**config.mk**
```make
export PLATFORM = sky130hd
export DESIGN_NAME = regfile_wb_arbiter_flat
export DESIGN_NICKNAME = d
export VERILOG_FILES = /design/src/rtl/regfile_wb_arbiter_if.sv /design/src/rtl/regfile_wb_arbiter.sv /design/src/flat_wrapper.sv
export SDC_FILE = /design/constraint.sdc
export NUM_CORES = 1
export LEC_CHECK = 0
export ABC_AREA = 1
export CORE_MARGIN = 10
export CORE_UTILIZATION = 30
export CTS_CLUSTER_SIZE = 40
export DETAILED_ROUTE_END_ITERATION = 6
export DONT_BUFFER_PORTS = 1
export SYNTH_ARGS = -nofsm -noshare
export SYNTH_HDL_FRONTEND = slang
export SYNTH_SLANG_ARGS = --single-unit
```
**constraint.sdc**
```tcl
create_clock -name CLK -period 2.65 [get_ports CLK]
set_clock_uncertainty 0.2 [all_clocks]
set_input_delay 0 -clock CLK [delete_from_list [all_inputs] [get_ports CLK]]
set_output_delay 0 -clock CLK [all_outputs]
set_load 0.05 [all_outputs]
```
**src/rtl/regfile_wb_arbiter_if.sv**
```systemverilog
// Bus bundle for regfile_wb_arbiter: pipeline writeback, mul/div result path,
// issue/scoreboard query, and the register-file write port.
interface regfile_wb_arbiter_if;
  logic        wb_valid;
  logic [4:0]  wb_rd;
  logic [31:0] wb_data;
  logic        wb_stall;
  logic        md_valid;
  logic        md_ready;
  logic [4:0]  md_rd;
  logic [31:0] md_data;
  logic        iss_valid;
  logic [4:0]  iss_rd;
  logic [4:0]  qa;
  logic [4:0]  qb;
  logic        qa_busy;
  logic        qb_busy;
  logic        RegWr;
  logic [4:0]  Rw;
  logic [31:0] Di;

  modport master (
    output wb_valid, wb_rd, wb_data, md_valid, md_rd, md_data,
           iss_valid, iss_rd, qa, qb,
    input  wb_stall, md_ready, qa_busy, qb_busy, RegWr, Rw, Di
  );

  modport slave (
    input  wb_valid, wb_rd, wb_data, md_valid, md_rd, md_data,
           iss_valid, iss_rd, qa, qb,
    output wb_stall, md_ready, qa_busy, qb_busy, RegWr, Rw, Di
  );
endinterface

```
**src/rtl/regfile_wb_arbiter.sv**
```systemverilog
// Register-file write-port arbiter: pipeline writeback vs buffered mul/div results,
// plus a busy scoreboard. Define REGFILE_ARB_AGE_EN for anti-starvation of the FIFO head.
module regfile_wb_arbiter #(
  parameter int unsigned DEPTH      = 4,
  parameter int unsigned STARVE_MAX = 8
) (
  input logic                 CLK,
  input logic                 Resetn,
  regfile_wb_arbiter_if.slave bus
);
  localparam int unsigned AW = $clog2(DEPTH);

  if (DEPTH < 2 || (DEPTH & (DEPTH - 1)) != 0 || STARVE_MAX == 0) begin : g_param_check
    $error("regfile_wb_arbiter: DEPTH must be a power of 2 >= 2 and STARVE_MAX >= 1");
  end

  logic [4:0]  fifo_rd   [DEPTH];
  logic [31:0] fifo_data [DEPTH];
  logic [AW-1:0] wptr, rptr;
  logic [AW:0]   count;
  logic [31:0]   busy, busy_next;

  logic        full, empty, push, pop, starve, fifo_win, any_sel;
  logic [4:0]  sel_rd;
  logic [31:0] sel_data;

  assign full  = (count == (AW+1)'(DEPTH));
  assign empty = (count == '0);

`ifdef REGFILE_ARB_AGE_EN
  localparam int unsigned AGE_W = $clog2(STARVE_MAX + 1);
  logic [AGE_W-1:0] age;

  // Saturates at STARVE_MAX so a long-stuck head keeps priority without wrapping.
  always_ff @(posedge CLK) begin
    if (!Resetn || empty || pop)
      age <= '0;
    else if (age < AGE_W'(STARVE_MAX))
      age <= age + 1'b1;
  end

  assign starve       = (age >= AGE_W'(STARVE_MAX)) && !empty;
  assign bus.wb_stall = Resetn && starve && bus.wb_valid;
`else
  assign starve       = 1'b0;
  assign bus.wb_stall = 1'b0;
`endif

  always_comb begin
    fifo_win = !empty && (!bus.wb_valid || starve);
    any_sel  = bus.wb_valid || !empty;
    sel_rd   = fifo_win ? fifo_rd[rptr]   : bus.wb_rd;
    sel_data = fifo_win ? fifo_data[rptr] : bus.wb_data;
    // r0 writes are consumed (head still pops) but never reach the register file.
    pop      = Resetn && fifo_win;
    bus.md_ready = Resetn && !full;
    push     = bus.md_valid && bus.md_ready;
    bus.RegWr = Resetn && any_sel && (sel_rd != 5'd0);
    bus.Rw    = (Resetn && any_sel) ? sel_rd   : '0;
    bus.Di    = (Resetn && any_sel) ? sel_data : '0;
    bus.qa_busy = Resetn && busy[bus.qa];
    bus.qb_busy = Resetn && busy[bus.qb];
  end

  always_comb begin
    busy_next = busy;
    if (pop)
      busy_next[fifo_rd[rptr]] = 1'b0;
    // Applied after the clear so a same-cycle set wins.
    if (bus.iss_valid && bus.iss_rd != 5'd0)
      busy_next[bus.iss_rd] = 1'b1;
  end

  always_ff @(posedge CLK) begin
    if (push) begin
      fifo_rd[wptr]   <= bus.md_rd;
      fifo_data[wptr] <= bus.md_data;
    end
  end

  always_ff @(posedge CLK) begin
    if (!Resetn) begin
      wptr  <= '0;
      rptr  <= '0;
      count <= '0;
      busy  <= '0;
    end else begin
      busy <= busy_next;
      if (push) wptr <= wptr + 1'b1;
      if (pop)  rptr <= rptr + 1'b1;
      case ({push, pop})
        2'b10:   count <= count + 1'b1;
        2'b01:   count <= count - 1'b1;
        default: count <= count;
      endcase
    end
  end
endmodule

```
**src/flat_wrapper.sv**
```systemverilog
// flat-port wrapper written by rule: the top's interface ports become plain ports
module regfile_wb_arbiter_flat 
#(
  parameter int unsigned DEPTH      = 4,
  parameter int unsigned STARVE_MAX = 8
)
  (CLK, Resetn, bus_wb_valid, bus_wb_rd, bus_wb_data, bus_md_valid, bus_md_rd, bus_md_data, bus_iss_valid, bus_iss_rd, bus_qa, bus_qb, bus_wb_stall, bus_md_ready, bus_qa_busy, bus_qb_busy, bus_RegWr, bus_Rw, bus_Di);
  regfile_wb_arbiter_if bus_i ();
  input logic CLK;
  input logic Resetn;
  input wire logic [$bits(bus_i.wb_valid)-1:0] bus_wb_valid;
  input wire logic [$bits(bus_i.wb_rd)-1:0] bus_wb_rd;
  input wire logic [$bits(bus_i.wb_data)-1:0] bus_wb_data;
  input wire logic [$bits(bus_i.md_valid)-1:0] bus_md_valid;
  input wire logic [$bits(bus_i.md_rd)-1:0] bus_md_rd;
  input wire logic [$bits(bus_i.md_data)-1:0] bus_md_data;
  input wire logic [$bits(bus_i.iss_valid)-1:0] bus_iss_valid;
  input wire logic [$bits(bus_i.iss_rd)-1:0] bus_iss_rd;
  input wire logic [$bits(bus_i.qa)-1:0] bus_qa;
  input wire logic [$bits(bus_i.qb)-1:0] bus_qb;
  output wire logic [$bits(bus_i.wb_stall)-1:0] bus_wb_stall;
  output wire logic [$bits(bus_i.md_ready)-1:0] bus_md_ready;
  output wire logic [$bits(bus_i.qa_busy)-1:0] bus_qa_busy;
  output wire logic [$bits(bus_i.qb_busy)-1:0] bus_qb_busy;
  output wire logic [$bits(bus_i.RegWr)-1:0] bus_RegWr;
  output wire logic [$bits(bus_i.Rw)-1:0] bus_Rw;
  output wire logic [$bits(bus_i.Di)-1:0] bus_Di;
  assign bus_i.wb_valid = bus_wb_valid;
  assign bus_i.wb_rd = bus_wb_rd;
  assign bus_i.wb_data = bus_wb_data;
  assign bus_i.md_valid = bus_md_valid;
  assign bus_i.md_rd = bus_md_rd;
  assign bus_i.md_data = bus_md_data;
  assign bus_i.iss_valid = bus_iss_valid;
  assign bus_i.iss_rd = bus_iss_rd;
  assign bus_i.qa = bus_qa;
  assign bus_i.qb = bus_qb;
  assign bus_wb_stall = bus_i.wb_stall;
  assign bus_md_ready = bus_i.md_ready;
  assign bus_qa_busy = bus_i.qa_busy;
  assign bus_qb_busy = bus_i.qb_busy;
  assign bus_RegWr = bus_i.RegWr;
  assign bus_Rw = bus_i.Rw;
  assign bus_Di = bus_i.Di;
  regfile_wb_arbiter #(.DEPTH(DEPTH), .STARVE_MAX(STARVE_MAX)) u_core (.CLK(CLK), .Resetn(Resetn), .bus(bus_i));
endmodule
```
After elaboration in Yosys (flattened, before gate mapping)
Memories as Yosys holds them, arrays and structs flattened. A register that Yosys moved wholly into a read port is not among the register bits.
Cells that the tools add are included.
W data, S select, Z words.
{ "totals": {"ff_bits": 39, "ramBits": 148, "input_bits": 94, "out_inout_bits": 42, "wordCells": 62, "memories": 2} }
{ "op_classes": {"add_sub_neg": 4, "n_lt_le_gt_ge": 6, "n_eq_ne": 3, "mux": 21, "n_bitwise": 3, "n_reduce_logical": 19} }
{ "mem_list": {"columns": ["memory", "depth", "width", "read_ports", "rd_clocked_by_memory_dff", "write_ports", "line_no", "source"], "rows": [
  ["u_core.fifo_data", 4, 32, 1, 1, 1, "regfile_wb_arbiter.sv:18", "logic [31:0] fifo_data [DEPTH];"],
  ["u_core.fifo_rd", 4, 5, 1, 1, 1, "regfile_wb_arbiter.sv:17", "logic [4:0] fifo_rd [DEPTH];"]
]} }
{ "ops": {"columns": ["op", "count"], "rows": [
  ["$mux W32", 4],
  ["$and A32 B32 Y32", 1],
  ["$not A32 Y32", 1],
  ["$or A32 B32 Y32", 1],
  ["$lt A5 B6 Y1 const B", 4],
  ["$logic_and A1 B1 Y1", 11],
  ["$bmux W1 S5", 2],
  ["$demux W1 S5", 2],
  ["$ge A5 B1 Y1 const B", 2],
  ["$mux W5", 2],
  ["$reduce_bool A5 Y1", 2],
  ["$mux W2", 4],
  ["$mux W1", 6],
  ["$pmux W3 S2", 1],
  ["$add A2 B1 Y2 const B", 2],
  ["$add A3 B1 Y3 const B", 1],
  ["$eq A3 B3 Y1 const B", 1],
  ["$logic_not A1 Y1", 3],
  ["$logic_not A3 Y1", 1],
  ["$sub A3 B1 Y3 const B", 1],
  ["$eq A2 B1 Y1 const B", 1],
  ["$eq A2 B2 Y1 const B", 1],
  ["$reduce_bool A2 Y1", 1],
  ["$logic_or A1 B1 Y1", 1]
]} }

Longest topological paths before layout
Gate-level depths: netlist of the first run.
{ "logic_depth": {"ltp_word": 9, "ltp_mapped": 11, "mapped_depth_nobuf": 10} }

Least setup slack after synthesis of the first run
No wires, ideal clock.
{ "synth_path": {"kind": "reg-to-reg", "start": "register u_core.count[0]", "end": "memory u_core.fifo_data[0][0], enable pin", "setup_ns": 0.431, "t_arrival_ns": 3.276, "required_time_ns": 2.019, "setup_slack_ns": -1.257, "stages_incl_launch_ff": 5, "n_path_buf": 0, "synth_period_minus_slack_ns": 3.907, "path_cell_list": "dfxtp_1 -> nor2_2 -> a21oi_1 -> nand2_1 -> nor2_1"} }
{ "synth_via": {"elab_chain_len": 6} }
{ "synth_rtl": {"columns": ["element", "line_no", "source"], "rows": [
  ["start, declared", "regfile_wb_arbiter.sv:20", "logic [AW:0] count;"],
  ["start signal, assigned", "regfile_wb_arbiter.sv:92", "2'b10: count <= count + 1'b1;"],
  ["start signal, assigned", "regfile_wb_arbiter.sv:93", "2'b01: count <= count - 1'b1;"],
  ["start signal, assigned", "regfile_wb_arbiter.sv:94", "default: count <= count;"],
  ["$eq A3 B3 Y1", "regfile_wb_arbiter.sv:27", "assign full = (count == (AW+1)'(DEPTH));"],
  ["$logic_not A1 Y1", "regfile_wb_arbiter.sv:56", "bus.md_ready = Resetn && !full;"],
  ["$logic_and A1 B1 Y1", "regfile_wb_arbiter.sv:56", null],
  ["named net bus_md_ready", "flat_wrapper.sv:22", "output wire logic [$bits(bus_i.md_ready)-1:0] bus_md_ready;"],
  ["$logic_and A1 B1 Y1", "regfile_wb_arbiter.sv:57", "push = bus.md_valid && bus.md_ready;"],
  ["$mux W1", "regfile_wb_arbiter.sv:75", "if (push) begin"],
  ["$mux W1 (implied by the code)", "regfile_wb_arbiter.sv:77", "fifo_data[wptr] <= bus.md_data;"],
  ["end, declared", "regfile_wb_arbiter.sv:18", null]
]} }
The timed path passes the listed nets, and every way through them passes these cells.

Worst setup path after layout of the first run
{ "layout_path": {"start": "register u_core.count[0]", "end": "output bus_Di[7]"} }
{ "layout_via": {"elab_chain_len": 5, "word_cells_on_any_way": 7, "cone_classes": "mux (2); reduce/logical (5)"} }
{ "layout_rtl": {"columns": ["element", "line_no", "source"], "rows": [
  ["$logic_not A3 Y1 (*)", "regfile_wb_arbiter.sv:28", "assign empty = (count == '0);"],
  ["$logic_not A1 Y1 (*)", "regfile_wb_arbiter.sv:50, regfile_wb_arbiter.sv:51", null],
  ["$logic_and A1 B1 Y1 or $logic_or A1 B1 Y1 (tied branches)", "regfile_wb_arbiter.sv:50, regfile_wb_arbiter.sv:51", null],
  ["$mux W32 or $logic_and A1 B1 Y1 (tied branches)", "regfile_wb_arbiter.sv:53, regfile_wb_arbiter.sv:60", null],
  ["$mux W32 (*)", "regfile_wb_arbiter.sv:60", "bus.Di = (Resetn && any_sel) ? sel_data : '0;"],
  ["end, declared", "flat_wrapper.sv:27", "output wire logic [$bits(bus_i.Di)-1:0] bus_Di;"]
]} }
Every way passes the cells marked *; elsewhere a longest branch is shown, timed or not.

==> impl_metrics.tcl, run 1 <==
set metrics [dict create \
    finalCriticalPeriod_ns 2.42 \
    worst_setup_path_start_kind "register" \
    vias 6875 \
    leakagePower_nw 3.82 \
    crit_type "reg2out" \
    worstPathArrival_ns 2.22 \
    multi_input_area_um2 3220 \
    timing.fmax_ghz 0.413 \
    regToRegSetupSlack_ns 0.37 \
    power_mw 7.17 \
    register_area_um2 5270 \
    placed_area_um2 9620 \
    via_per_inst 4.87 \
    grt.total_usage 0.135 \
    place_worst_setup_slack_ns 0.385 \
    drive_gt1_frac 0.143 \
    fp.dieH_um 192 \
    grt_setup_unrepaired "no" \
    final_common_cell "nand2_1" \
    synth_seq_cells 189 \
    grt_pass1_wl_um 38800 \
    setup_viol 0 \
    yosysUniqueCellTypes 34 \
    required_ns 2.45 \
    hp-start "Resetn" \
    endpoint_kind "output port" \
    ant_nets 0 \
    cts_num_sinks 189 \
    synthCells 934 \
    critPathMaxStageDelay_ns 0.42 \
    clkTransAtPathRegs_ns 0.08 \
    syn-num-nets 1034 \
    overflow 0 \
    wirelength_um 25400 \
    yosysSeqAreaShare 0.593 \
    relSlewSlack 0.473 \
    cts_inserted_buffers 17 \
    drc_errors 0 \
    first_global_vias 6749 \
    cp_cell_sequence "nor2_2 > nand3_1 > nand2_1 > inv_1 > buf_6 > o21ai_0 > a31oi_1 > buf_4" \
    hp-class "in2out" \
    final_nets 1113 \
    placementRows 62 \
    ios 136 \
    fin_ws_ns 0.229 \
    port_buffers 0 \
    fin_crit_sh 0.914 \
    initial_utilization 0.307 \
    max_cap_violations 0 \
    synth_top_cell_by_area "edfxtp_1" \
    fin_area_um2 10800 \
    netlist_area_um2 8870 \
    die-area_um2 36900 \
    rr_startpoint "u_core.count[0]" \
    cp_max_fo 35 \
    dp_hpwl_um 15800 \
    synth.area.top_cells "edfxtp_1 (50%), nand2_1 (9.3%), dfxtp_1 (9.2%), nor2_1 (6.3%), o21ai_0 (6.1%)" \
    cts_tree "done" \
    irDropWorstVdd_mv 0.328 \
    antenna_found_initial 5 \
    fin_setup_tns_ns 0 \
    whs_ns 0.0591 \
    clockBufferDepth 2 \
    slew_violations 0 \
    wl_per_cell_um 18.0 \
    run_status "completed" \
    tightest_slew_ns 0.788 \
    fp.dieW_um 192 \
    crit_slowest_cell "dfxtp_1" \
    synth_top_cell_area_share 0.501 \
    hold_viol_final 0 \
    clock_latency_ns 0.43 \
    globalplace.congestion 0.868 \
    fillCellCount 2856 \
    grt_max_degree 47 \
    core-area_um2 28900 \
    syn_area_per_cell_um2 9.50 \
    area_growth_pct 21.4 \
    crit_start "u_core.count[0]" \
    h-tree-depth 4 \
    p_per_area_nw_per_um2 666 \
    crit_family "buffers and inverters" \
    final_cell_mix "nand2_1 (219), edfxtp_1 (148), nor2_1 (144), o21ai_0 (108), dlygate4sd3_1 (51)" \
    dr.pass1.iters 5 \
    drtIter0Drc 472 \
    critPathBufInv 3 \
    clock-root-buffer "clkbuf_16" \
    yosysWarnings 0 \
]
## state kept, by name (all words and copies together) (netlist names), named ones only
register / flops
u_core.count: 3
u_core.fifo_data: 128
u_core.fifo_rd: 20
u_core.rptr: 2
u_core.wptr: 2
u_core.busy: 32
## routing by layer
metal / part of all wire / wire [µm] / vias up / GRT usage
met5: 0.00028 / 7 / - / 0
met1: 0.43 / 11000 / 3296 / 0.166
met4: 0.0066 / 167 / 2 / 0.0334
li1: - / - / 3351 / -
met3: 0.071 / 1800 / 11 / 0.0397
met2: 0.49 / 12400 / 215 / 0.228
## cells by family after synthesis
| kind of cell | count (synthesis) | share of synthesized area |
|---|---|---|
| AO/OA/AOI/OAI | 194 | 0.122 |
| adder cells (fa/ha/maj) | 6 | 0.00931 |
| buffers and inverters | 86 | 0.0485 |
| flip-flops | 189 | 0.593 |
| other | 1 | 0.000423 |
| AND/OR/NAND/NOR | 458 | 0.226 |
## cells in the mapped netlist
master / count
a21boi_1: 1
a21oi_1: 32
a21oi_2: 14
a31oi_1: 32
and2_1: 2
buf_2: 16
buf_4: 12
buf_6: 5
clkbuf_1: 14
clkinv_1: 2
conb_1: 1
dfxtp_1: 41
edfxtp_1: 148
fa_1: 1
ha_1: 5
inv_1: 31
inv_2: 5
inv_6: 1
nand2_1: 219
nand2_2: 7
nand2_4: 7
nand2_8: 1
nand3_1: 48
nand3_2: 4
nand4_1: 3
nor2_1: 148
nor2_2: 8
nor2_4: 2
nor2_8: 4
nor3_1: 5
o211ai_1: 2
o21a_1: 3
o21ai_0: 108
o21bai_1: 2
## final timing paths
check                                       end  depth (start not counted)
worst max register to register  u_core.count[2]                         10
worst max-delay path                  bus_Di[7]                          8
worst min-delay path                bus_qb_busy                          3
worst min register to register         register                          2
## repair_timing
item,CTS,global route
gates resized for setup,0,3
buffers inserted,0,0
hold endpoints to repair,194,0
endpoints found under the setup margin,0,17
hold buffers,51,0
## report_power, final
group          leakage (nW)  switching [mW]  internal [mW]
clock                 0.297            1.27           1.45
sequential             1.68          0.0282           3.27
combinational          1.85           0.818          0.339
total                  3.82            2.11           5.06
## cell type report
| cell class | count | share of cell area |
|---|---|---|
| sequential | 189 | 0.489 |
| multi-input combinational | 659 | 0.299 |
| timing repair buffer | 107 | 0.0944 |
| tap | 384 | 0.0446 |
| clock buffer | 18 | 0.0398 |
| clock inverter | 14 | 0.0184 |
| inverter | 39 | 0.0141 |
| antenna | 3 | 0.000697 |
## worst min-delay path, stage by stage
cell	delay [ns]
nand2_1	0.05
nor2_1	0.03
buf_4	0.18
## metrics by stage
stage,utilization,instances
floorplan,-,934
global placement,0.332,1327
detailed placement,0.332,1327
CTS,0.372,1410
global route,0.372,1412
finish,0.372,1413
Power figures use the tool's default switching activity.
==> run 2, diff against run 1 <==
Settings changed: BUFFER_PORTS_ARGS set to -buffer_cell sky130_fd_sc_hd__buf_4, DONT_BUFFER_PORTS 1 to not set, REMOVE_ABC_BUFFERS set to 1.
Clock period 2.65 ns to 2.03 ns, I/O delays scaled along.
==> run 2 against run 1 <==
Against the previous run: the run now ends with setup timing left; critical path type is now reg2reg; sequential power increased by 31%; utilization increased by 7.0 points; combinational power rose by 98%; final area increased by 19%; hold slack improved by 0.043 ns; first-iteration DRC count is 36% higher; register-to-register slack worse by 0.44 ns.
==> impl_metrics.tcl, run 2 (synthesis gave the netlist of run 1 again) <==
set metrics [dict create \
    final_cell_mix "nand2_1 (214), edfxtp_1 (148), nor2_1 (142), buf_4 (136), o21ai_1 (62)" \
    setup_viol 20 \
    via_per_inst 4.83 \
    drive_gt1_frac 0.298 \
    tightest_slew_ns 0.502 \
    h-tree-depth 4 \
    final_common_cell "nand2_1" \
    final_nets 1250 \
    top_regs "u_core.fifo_data: 128 flops, u_core.busy: 32 flops, u_core.fifo_rd: 20 flops" \
    core-area_um2 28900 \
    grt_max_degree 33 \
    wirelength_um 28100 \
    largest_reg_flops 128 \
    antenna_found_initial 2 \
    cts_num_sinks 189 \
    clockBufferDepth 2 \
    hold_viol_final 0 \
    place_worst_setup_slack_ns -0.0137 \
    ant_nets 0 \
    relSlewSlack 0.665 \
    clock_latency_ns 0.43 \
    crit_family "adder cells" \
    wl_per_cell_um 18.1 \
    grt_setup_unrepaired "yes" \
    die-area_um2 36900 \
    fin_crit_sh 1.04 \
    final_cells 1549 \
    drtIter0Drc 641 \
    slew_violations 0 \
    grt.total_usage 0.149 \
    rr_startpoint "u_core.count[0]" \
    critPathBufInv 2 \
    crit_type "reg2reg" \
    finalCriticalPeriod_ns 2.10 \
    r2r_cells 11 \
    clkTransAtPathRegs_ns 0.09 \
    power_mw 10.2 \
    post-route-util 0.442 \
    fp.dieH_um 192 \
    globalplace.congestion 0.909 \
    violations "setup timing" \
    irDropWorstVdd_mv 0.480 \
    required_ns 2.15 \
    crit_start "u_core.count[0]" \
    cp_max_fo 3 \
    placed_cells 1443 \
    cts_tree "done" \
    drc_errors 0 \
    fin_ws_ns -0.0714 \
    cts_inserted_buffers 17 \
    critPathMaxStageDelay_ns 0.37 \
    fp.dieW_um 192 \
    vias 7483 \
    hp-class "in2reg" \
    overflow 0 \
    p_per_area_nw_per_um2 794 \
    run_status "complete, but fails checks" \
    crit_slowest_cell "fa_2" \
    max_cap_violations 0 \
    area_growth_pct 44.1 \
    worstPathArrival_ns 2.22 \
    timing.fmax_ghz 0.476 \
    cp_cell_sequence "nor2_4 > nand2_2 > nand2_4 > buf_12 > nor2_8 > ha_4 > fa_2 > a21oi_2 > o21a_1 > buf_4 > a21oi_1" \
    endpoint_kind "register" \
    dr.pass1.iters 5 \
    grt_pass1_wl_um 42600 \
    initial_utilization 0.307 \
    worst_setup_path_start_kind "register" \
    fillCellCount 2713 \
    placementRows 62 \
    dp_hpwl_um 17000 \
    leakagePower_nw 4.70 \
    ios 136 \
    clock-root-buffer "clkbuf_16" \
    first_global_vias 7474 \
    reg2reg_to "u_core.count[2]" \
    cp.depth 11 \
    regToRegSetupSlack_ns -0.07 \
    critPathCapture "u_core.count[2]" \
    port_buffers 134 \
    max_flop_register "u_core.fifo_data" \
]
-- run 2: changes by cell type in the layout (fill, tap and decap cells not counted), moves of 5 or more --
cell	before	now
buf_4	47	136
buf_16	0	8
o21ai_0	108	31
buf_8	0	8
buf_6	3	28
nand2_2	7	12
a31oi_4	0	22
nand2_1	219	214
o21ai_2	0	12
a31oi_1	32	6
buf_12	6	13
o21ai_1	0	62
-- run 2: timing repair --
| action | 4_1_cts | 5_1_grt |
|---|---|---|
| gates resized for setup | 91 | 143 |
| endpoints found under the hold margin | 188 | 0 |
| gates cloned | 7 | 2 |
| hold buffers | 49 | 0 |
| buffers inserted | 12 | 3 |
| setup endpoints to repair | 39 | 55 |
| pin swaps | 12 | 21 |
-- run 2: final cells by class --
type,instances,area (µm²),share of cell area
sequential,189,5280,0.413
multi-input combinational,659,3720,0.291
timing repair buffer,244,2480,0.194
tap,384,480,0.0376
clock buffer,18,429,0.0336
clock inverter,14,209,0.0163
inverter,39,191,0.0150
antenna,2,5.00,0.000391
-- run 2: worst min path at each step --
| stage | to | start | slack (ns) | cells past startpoint |
|---|---|---|---|---|
| after floorplan | u_core.fifo_data[0][0] | bus_md_data[0] | -0.10 | 0 |
| after global placement | u_core.fifo_data[0][10] | bus_md_data[10] | 0.004 | 1 |
| after detailed placement | u_core.fifo_rd[0][1] | bus_md_rd[1] | 0.005 | 1 |
| after CTS | u_core.fifo_data[1][30] | bus_md_data[30] | 0.08 | 2 |
| after global routing | u_core.fifo_data[3][8] | bus_md_data[8] | 0.09 | 2 |
| final | u_core.fifo_data[1][5] | bus_md_data[5] | 0.10 | 2 |
-- run 2: worst reg2reg max path, delay by kind of cell, from the launching register on --
kind	cells	cell delay (ns)
compound gates	3	0.36
flops	1	0.34
simple gates	4	0.35
fa+ha+maj	2	0.53
buf+inv	2	0.22
-- run 2: through the flow --
step,cell area (µm²),hold slack (ns),TNS [ns]
after floorplan,8600,-0.101,-369.89
after global routing,12800,0.0894,-2.69
after detailed placement,10500,0.00519,-0.0137
final,12800,0.102,-0.549
after global placement,10500,0.00437,-0.00892
after CTS,12200,0.0813,-0.236
-- run 2: per-layer routing --
layer  global-route usage  routed length [µm]
met5                    0                   0
met4               0.0400                 312
met3               0.0386                1970
met2                0.246               13700
met1                0.190               12000
-- run 2: power breakdown --
part,switching (mW),internal (mW),total (mW)
Combinational,1.38,0.914,2.30
Sequential,0.0398,4.26,4.30
Clock,1.73,1.82,3.55
Total,3.16,6.99,10.2
==> run 3, diff against run 2 <==
Settings changed: SETUP_SLACK_MARGIN set to 0.1.
==> run 3 against run 2 <==
Against the previous run: the run still ends with setup timing left; critical path depth fell by 3; hold slack got worse by 0.071 ns; flip-flop and latch count did not move; via count rose by 2.0%; global-route usage rose by 0.56 points; combinational power rose by 7%; register-to-register slack improved by 0.05 ns; wire length rose by 3.3%; total power rose by 1.6%; maximum frequency rose by 1.3%; non-clock buffer count rose by 11; critical path type is now reg2out; largest power group unchanged.
==> impl_metrics.tcl, run 3 (synthesis gave the netlist of run 1 again) <==
set metrics [dict create \
    drtIter0Drc 536 \
    grt_setup_unrepaired "yes" \
    fin_crit_sh 1.02 \
    drive_gt1_frac 0.388 \
    critPathMaxStageDelay_ns 0.34 \
    run_status "complete, but fails checks" \
    cp_cell_sequence "nor2_4 > nand2_2 > nand2_4 > buf_6 > inv_12 > buf_16 > a31oi_1 > buf_4" \
    core-area_um2 28900 \
    hp-class "in2reg" \
    initial_utilization 0.307 \
    top_regs "u_core.fifo_data: 128 flops, u_core.busy: 32 flops, u_core.fifo_rd: 20 flops" \
    hold_viol_final 0 \
    wirelength_um 29000 \
    cp_max_fo 15 \
    timing.fmax_ghz 0.482 \
    clockBufferDepth 2 \
    crit_slowest_cell "dfxtp_2" \
    first_global_vias 7584 \
    leakagePower_nw 4.87 \
    grt.total_usage 0.155 \
    via_per_inst 4.89 \
    clkTransAtPathRegs_ns 0.07 \
    port_buffers 134 \
    clock_latency_ns 0.44 \
    area_growth_pct 50.7 \
    grt_max_degree 33 \
    max_flop_register "u_core.fifo_data" \
    largest_reg_flops 128 \
    crit_type "reg2out" \
    placed_area_um2 10500 \
    worstPathArrival_ns 1.87 \
    ant_nets 0 \
    endpoint_kind "output port" \
    overflow 0 \
    final_cell_mix "nand2_1 (178), edfxtp_1 (148), buf_4 (133), nor2_1 (111), o21ai_1 (58)" \
    final_common_cell "nand2_1" \
    whs_ns 0.0310 \
    h-tree-depth 4 \
    tightest_slew_ns 0.502 \
    vias 7629 \
    cts_inserted_buffers 17 \
    final_nets 1262 \
    fin_area_um2 13400 \
    globalplace.congestion 0.909 \
    drc_errors 0 \
    placementRows 62 \
    slew_violations 0 \
    irDropWorstVdd_mv 0.488 \
    antenna_found_initial 1 \
    cts_num_sinks 189 \
    fp.dieH_um 192 \
    dp_hpwl_um 17000 \
    worst_setup_path_start_kind "register" \
    required_ns 1.83 \
    violations "setup timing" \
    dr.pass1.iters 5 \
    die-area_um2 36900 \
    cts_tree "done" \
    fp.dieW_um 192 \
    p_per_area_nw_per_um2 771 \
    finalCriticalPeriod_ns 2.07 \
    fin_ws_ns -0.0442 \
    max_cap_violations 0 \
    ios 136 \
    power_mw 10.3 \
    relSlewSlack 0.666 \
    grt_pass1_wl_um 43900 \
    clock-root-buffer "clkbuf_16" \
    wl_per_cell_um 18.6 \
    place_worst_setup_slack_ns -0.0137 \
    setup_viol 23 \
]
## run 3: worst paths after layout
check	from	to	slack, ns	cells after the start
max	u_core.count[0]	bus_Di[15]	-0.04	8
min	Resetn	u_core.count[1]	0.03	6
max reg2reg	u_core.count[0]	u_core.count[2]	-0.02	11
min reg2reg	u_core.busy[0]	u_core.busy[0]	0.26	2
## run 3: where the power goes
group	internal [mW]	switching [mW]	total, mW
clock network	1.82	1.73	3.55
logic	1.01	1.45	2.46
registers	4.26	0.0444	4.31
total	7.09	3.23	10.3
## run 3: final cells by class
type | count | area (µm²)
fill | 2641 | 15600
antenna | 1 | 2.50
timing repair inverter | 1 | 11.3
clock inverter | 14 | 209
tap | 384 | 480
inverter | 39 | 195
clock buffer | 18 | 429
timing repair buffer | 255 | 2720
multi-input combinational | 659 | 4040
sequential | 189 | 5290
## run 3: timing repair
action                                 4_1_cts  5_1_grt
resized for setup                          188      178
buffers inserted                            17        2
pin swaps                                   39       78
hold buffers                                50        0
endpoints found under the hold margin      187        0
cloned                                      12        3
setup endpoints to repair                   42      184
## run 3: critical path: cells and delay by family (launching register included)
family / cells / cell delay [ns]
buffers and inverters: 4 / 0.59
and+or+nand+nor: 3 / 0.31
DFF: 1 / 0.34
AOI/OAI and AO/OA: 1 / 0.18
## run 3: layer usage
layer	share of wire	wire length [µm]	track usage
met5	0	0	0
met4	0.020	594	0.0462
met3	0.059	1720	0.0368
met2	0.50	14400	0.258
met1	0.42	12300	0.195
## run 3: per-stage QoR
step                instances  utilization  setup TNS (ns)
global placement         1443        0.363        -0.00892
floorplan                 887            -         -369.89
detailed placement       1443        0.363         -0.0137
global route             1560        0.462           -3.16
CTS                      1554        0.439          -0.180
finish                   1560        0.462          -0.495
